`src/rtl/fir_mac_seq.sv`:
```
// Sequencer + single shared MAC for a time-multiplexed FIR: accept a sample, walk all taps, emit scaled sum.
// Optional output saturation: define FIR_MAC_SEQ_SAT_EN (default build wraps to OUT_WIDTH).
module fir_mac_seq #(
   parameter int DATA_WIDTH = 13,
   parameter int COEF_WIDTH = 13,
   parameter int TAPS       = 8,
   parameter int OUT_WIDTH  = 16,
   parameter int OUT_SHIFT  = 12
) (
   input  logic                          CLK,
   input  logic                          RST,
   input  logic                          VIN,
   output logic                          RDY_IN,
   output logic                          SHIFT_EN,
   output logic [$clog2(TAPS)-1:0]       TAP_SEL,
   input  logic signed [DATA_WIDTH-1:0]  TAP_DATA,
   input  logic signed [COEF_WIDTH-1:0]  COEF,
   output logic signed [OUT_WIDTH-1:0]   DOUT,
   output logic                          VOUT,
   input  logic                          ROUT_RDY,
   output logic                          BUSY
);

   localparam int SEL_W  = $clog2(TAPS);
   localparam int PROD_W = DATA_WIDTH + COEF_WIDTH;
   localparam int ACC_W  = PROD_W + SEL_W;
   localparam logic [SEL_W-1:0] LAST_TAP = SEL_W'(TAPS - 1);

   typedef enum logic [1:0] {S_IDLE, S_MAC, S_OUT} state_t;

   state_t                   state;
   logic signed [ACC_W-1:0]  acc;
   logic signed [PROD_W-1:0] prod;
   logic signed [ACC_W-1:0]  prod_ext;
   logic signed [ACC_W-1:0]  sum;
   logic signed [ACC_W-1:0]  scaled;
   logic signed [OUT_WIDTH-1:0] dout_nx;

   // Full-precision product; ACC_W leaves room for TAPS worst-case products.
   assign prod     = PROD_W'(TAP_DATA) * PROD_W'(COEF);
   assign prod_ext = ACC_W'(prod);
   // Tap 0 restarts the sum, so the accumulator never needs an explicit clear.
   assign sum      = (TAP_SEL == '0) ? prod_ext : acc + prod_ext;
   assign scaled   = sum >>> OUT_SHIFT;

`ifdef FIR_MAC_SEQ_SAT_EN
   localparam logic signed [ACC_W-1:0] SAT_MAX = ACC_W'((64'sd1 <<< (OUT_WIDTH - 1)) - 64'sd1);
   localparam logic signed [ACC_W-1:0] SAT_MIN = ~SAT_MAX;

   always_comb begin
      dout_nx = OUT_WIDTH'(scaled);
      if (scaled > SAT_MAX)
         dout_nx = OUT_WIDTH'(SAT_MAX);
      else if (scaled < SAT_MIN)
         dout_nx = OUT_WIDTH'(SAT_MIN);
   end
`else
   assign dout_nx = OUT_WIDTH'(scaled);
`endif

   always_ff @(posedge CLK) begin
      if (RST) begin
         state   <= S_IDLE;
         acc     <= '0;
         DOUT    <= '0;
         TAP_SEL <= '0;
         VOUT    <= 1'b0;
      end else begin
         case (state)
            S_IDLE: begin
               TAP_SEL <= '0;
               if (VIN)
                  state <= S_MAC;
            end
            S_MAC: begin
               acc <= sum;
               if (TAP_SEL == LAST_TAP) begin
                  DOUT    <= dout_nx;
                  VOUT    <= 1'b1;
                  TAP_SEL <= '0;
                  state   <= S_OUT;
               end else begin
                  TAP_SEL <= TAP_SEL + SEL_W'(1);
               end
            end
            S_OUT: begin
               if (ROUT_RDY) begin
                  VOUT  <= 1'b0;
                  state <= S_IDLE;
               end
            end
            default: state <= S_IDLE;
         endcase
      end
   end

   assign RDY_IN   = (state == S_IDLE);
   assign SHIFT_EN = VIN & RDY_IN;
   assign BUSY     = (state != S_IDLE);

endmodule

```
`config.mk`:
```
export PLATFORM = sky130hd
export DESIGN_NAME = fir_mac_seq
export DESIGN_NICKNAME = d
export VERILOG_FILES = /design/src/rtl/fir_mac_seq.sv
export SDC_FILE = /design/constraint.sdc
export NUM_CORES = 1
export LEC_CHECK = 0
export ABC_AREA = 1
export CAP_MARGIN = 20
export CORE_MARGIN = 2
export CORE_UTILIZATION = 35
export DETAILED_ROUTE_END_ITERATION = 6
export PLACE_DENSITY = 0.61
export SLEW_MARGIN = 5
export SYNTH_ARGS = -nofsm -noshare
export SYNTH_HDL_FRONTEND = slang
export SYNTH_SLANG_ARGS = --single-unit
```
`constraint.sdc`:
```
create_clock -name CLK -period 12.4 [get_ports CLK]
set_input_delay 1.24 -clock CLK [delete_from_list [all_inputs] [get_ports CLK]]
set_output_delay 1.24 -clock CLK [all_outputs]
set_load 0.005 [all_outputs]
```
### Word-level counts from Yosys, hierarchy flattened

Index checks and enable logic that the tools add are counted.

| word-level totals | value |
|---|---|
| register bits after elaboration | 51 |
| input port bits | 30 |
| output and inout port bits | 23 |

| operators by class | value |
|---|---|
| add/subtract/negate cells | 2 |
| multiply operators | 1 |
| eq/ne operators | 6 |
| muxes and demuxes | 10 |
| bitwise logic cells | 1 |
| reduce and logical (&&, ||, !) cells | 8 |

Operators by type and width:

| kind | count |
|---|---|
| adder 29 x 26 -> 29 bit | 1 |
| 2-to-1 mux 29 bit | 1 |
| multiplier 13 x 13 -> 26 bit | 1 |
| 2-to-1 mux 2 bit | 3 |
| inequality test 2 bit (second input constant) | 3 |
| one-hot mux 2 bit (3 select lines) | 1 |
| one-hot mux 3 bit (2 select lines) | 1 |
| AND reduction 3 bit | 2 |
| nonzero test 2 bit | 3 |
| adder 3 x 1 -> 3 bit (second input constant) | 1 |
| equality test 3 bit (second input constant) | 1 |
| zero test 3 bit | 1 |
| 2-to-1 mux 3 bit | 1 |
| equality test 2 x 1 -> 1 bit (second input constant) | 1 |
| equality test 2 bit (second input constant) | 1 |
| zero test 2 bit | 1 |
| 2-to-1 mux 1 bit | 2 |
| one-hot mux 1 bit (2 select lines) | 1 |
| AND reduction 2 bit | 1 |
| AND 1 bit | 1 |

### Longest topological paths before layout

| logic depth | value |
|---|---|
| depth in word-level cells | 3 |
| gate-level depth with buffers | 37 |
| gate-level depth less buffers | 36 |

### Worst setup path before layout

Ideal clock, no wire load.

| timing path | value |
|---|---|
| path type | input port to flip-flop |
| start | input port TAP_DATA[12] |
| end | register acc[27] |
| library setup time | 0.129 ns |
| arrival time | 7.201 ns |
| setup slack | 5.071 ns |
| stages on the path | 32 |
| path through | clkbuf_1 > nand2_1 > fa_1 > inv_1 > fa_1 > inv_1 > fa_1 > inv_1 > fa_1 > inv_1 > fa_1 > inv_1 > ha_1 > ha_1 > a21o_1 > o21bai_1 > a21oi_1 > nand4_1 > and2_1 > ha_1 > nand2_1 > inv_1 > nand2_1 > nand2_1 > nand2_1 > nand2_1 > a21oi_1 > nand3_1 > nand3_1 > nand2_1 > nand2_1 > a21oi_1 |

| between the ends | value |
|---|---|
| cells in the longest elaborated chain, start to end | 3 |

RTL lines:

| what | line | text |
|---|---|---|
| start, declared | 16 | `input logic signed [DATA_WIDTH-1:0] TAP_DATA,` |
| multiplier 13 x 13 -> 26 bit (*) | 40 | `assign prod = PROD_W'(TAP_DATA) * PROD_W'(COEF);` |
| adder 29 x 26 -> 29 bit | 43 | `assign sum = (TAP_SEL == '0) ? prod_ext : acc + prod_ext;` |
| 2-to-1 mux 29 bit (*) | 43 |  |
| end signal, assigned | 76 | `acc <= sum;` |
| end, declared | 32 | `logic signed [ACC_W-1:0] acc;` |

Mark *: on every way between the ends. The rest lies on a longest branch, timed or not.
A chain may end at the register's enable or synchronous reset.

### Worst setup path after layout

| timing path | value |
|---|---|
| start | input port COEF[1] |
| end | register DOUT[13] |

| between the ends | value |
|---|---|
| cells in the longest elaborated chain, start to end | 3 |

RTL lines:

| what | line | text |
|---|---|---|
| start, declared | 17 | `input logic signed [COEF_WIDTH-1:0] COEF,` |
| multiplier 13 x 13 -> 26 bit (*) | 40 |  |
| adder 29 x 26 -> 29 bit | 43 |  |
| 2-to-1 mux 29 bit (*) | 43 |  |
| end signal, assigned | 78 | `DOUT <= dout_nx;` |
| end, declared | 18 | `output logic signed [OUT_WIDTH-1:0] DOUT,` |

Marks and branches as above.

==> impl_metrics.tcl <==
set metrics [dict create \
    outcome "completed" \
    yosysUniqueCellTypes 39 \
    die-area_sq_um 32820 \
    syn_avg_cell_area_sq_um 7.037 \
    startpoint_type "input port" \
    antenna_found_initial 0 \
    ys_warn_count 0 \
    netlist_area_sq_um 10980 \
    clk_pin_slew_ns 0.07 \
    reg2reg_to "DOUT[12]" \
    rows 64 \
    holdWs_ns 0.4867 \
    die_h_um 181.2 \
    ant_nets 0 \
    cp_max_fo 13 \
    r2r_slack_ns 10.09 \
    cts_tree "yes" \
    synth_area_leaders "fa_1, nand2_1, inv_1" \
    hold_class "reg2reg" \
    met1_length_um 12830 \
    crit_end "DOUT[13]" \
    clock-sinks 50 \
    syn_inst 1561 \
    critical_path.endpoint_type "register" \
    critical_path.max_stage_delay_ns 0.85 \
    clock_latency_ns 0.30 \
    wl_met3_um 1291 \
    grt_max_degree 59 \
    grt_pass1_wl_um 48930 \
    rsz0062_at_grt "no" \
    ys.flop_type "dfxtp_1" \
    die_w_um 181.2 \
    ioPinCount 53 \
    required_ns 12.60 \
    gp_congestion 0.9995 \
    cts_inserted_buffers 5 \
    drtIter0Drc 541 \
    met2WireLength_um 13400 \
    n_fill_cell 3292 \
    maxClockFrequency_mhz 116.6 \
    synth_most_common_cell "nand2_1" \
    grt_pass1_vias 9920 \
    port_buffers 52 \
    cts-resized-gates 0 \
    finalSetupViolations 0 \
    top_layer "met4" \
    dp_hpwl_um 23860 \
    grt.overflow.total 0 \
    post_drt_wl_per_cell_um 14.19 \
    cts_hold_buf 0 \
    yosysSeqAreaShare 0.09113 \
    synth_edf_count 0 \
    hold_viol_final 0 \
    worst_pin_slew_ns 1.043 \
    synthesis.nets 1852 \
    core_area_sq_um 30750 \
    setup_tns_ns 0 \
    drc 0 \
    clockBufferDepth 2 \
    syn_to_final_growth_pct 9.079 \
    worst-setup-path-type "in2reg" \
    drive_gt1_frac 0.03167 \
    r2r_cells 12 \
    slew_headroom 0.3027 \
    crit_family "adder cells" \
    cp.depth 34 \
    maxCapViolations 0 \
    n_antenna_cell 0 \
    grtUsageTotal 0.1806 \
    fin_crit_sh 0.6918 \
    synth_top_cell_by_area "fa_1" \
    crit_path_top_delay_cell "clkdlybuf4s50_1" \
    clock_skew_ns 0.003370 \
    yosysTopAreaCellShare 0.2971 \
    ys_ff_latch 50 \
    fin_nets 1869 \
    vias_per_cell 4.817 \
    slew_violations 0 \
    dr.pass1.iters 5 \
    worst_ep_arrival_time_ns 8.78 \
    rr_startpoint "acc[0]" \
    path_buf_inv 8 \
    yosys-top-cells-count "nand2_1, inv_1, fa_1" \
    cts_setup_buffers 0 \
    clockRootBuffer "clkbuf_16" \
    vias 9513 \
    drt-total-wl_um 28020 \
    htree_levels 2 \
    floorplan.initialDensity 0.3572 \
    fin_crit_ns 8.578 \
    async_flop_share 0 \
    cp_common_cell "nand2_1" \
    crit_path_start "COEF[1]" \
]
[state kept, by name (all words and copies together), names as in the netlist]
signal   count
state        2
acc         28
DOUT        16
TAP_SEL      3
VOUT         1
[layer usage]
layer	vias to the layer above	global-route usage
met5	-	0
met4	0	0.03772
met3	36	0.02217
met2	236	0.3136
met1	4501	0.2413
li1	4740	-
[worst min-delay path by stage]
stage               start   end  slack, ns  cells past startpoint
detailed placement   VOUT  VOUT       0.48                      2
global route         VOUT  VOUT       0.51                      2
CTS                  VOUT  VOUT       0.50                      2
finish               VOUT  VOUT       0.49                      2
global placement     VOUT  VOUT       0.47                      2
floorplan            VOUT  VOUT       0.46                      2
[final cells by class]
type / count / area [sq um] / area share
Sequential cell: 50 / 1001 / 0.08354
Multi-Input combinational cell: 1108 / 8432 / 0.7037
Clock buffer: 6 / 128.9 / 0.01076
Inverter: 358 / 1344 / 0.1122
Tap cell: 396 / 495.5 / 0.04135
Timing Repair Buffer: 55 / 543.0 / 0.04532
Clock inverter: 2 / 37.54 / 0.003133
[metrics by stage]
stage                     area [sq um]  utilization  setup WS, ns  cells
after floorplan                  10980            -         5.071   1561
after global placement           11820       0.3842         3.597   1967
after detailed placement         11820       0.3842         3.559   1967
after CTS                        11980       0.3896         3.849   1975
after global routing             11980       0.3896         3.216   1975
final                            11980       0.3896         3.822   1975
[cells in the final DEF, fill, tap and decap left out, types with 4 or more instances in the layout]
cell             Yosys  layout
inv_1              355     355
o21ai_0             39      39
nand4_1             20      20
nand3_1             94      94
nor2_2               5       6
nand3_2              4       4
o21a_1              18      18
nand2_2             11      11
o21bai_1             7       7
a31oi_1              9       9
xnor2_1              5       5
a21oi_1             62      62
nand2_1            417     417
or2_2                7       7
dfxtp_1             50      50
clkbuf_16            0       5
clkdlybuf4s50_1      0      52
fa_1               163     163
nor2_1              97      95
xor2_1              19      19
and2_1               5       5
nor3_1               4       4
ha_1                98      98
[worst register-to-register path, delay by kind of cell, from the launching register on]
kind / cells / cell delay (ns)
simple gates: 9 / 1.13
fa+ha+maj: 2 / 0.73
flops: 1 / 0.31
buf+inv: 1 / 0.04
[logic make-up after synthesis]
logic type      after synthesis  share of synthesized area
xor+xnor                     27                    0.02358
fa+ha+maj                   261                     0.4087
flops                        50                    0.09113
simple gates                672                     0.2573
compound gates              148                    0.07711
buf+inv                     403                     0.1422
Power is not shown: default switching activity piles up to over one toggle a cycle in this logic, so the estimate is an artifact.
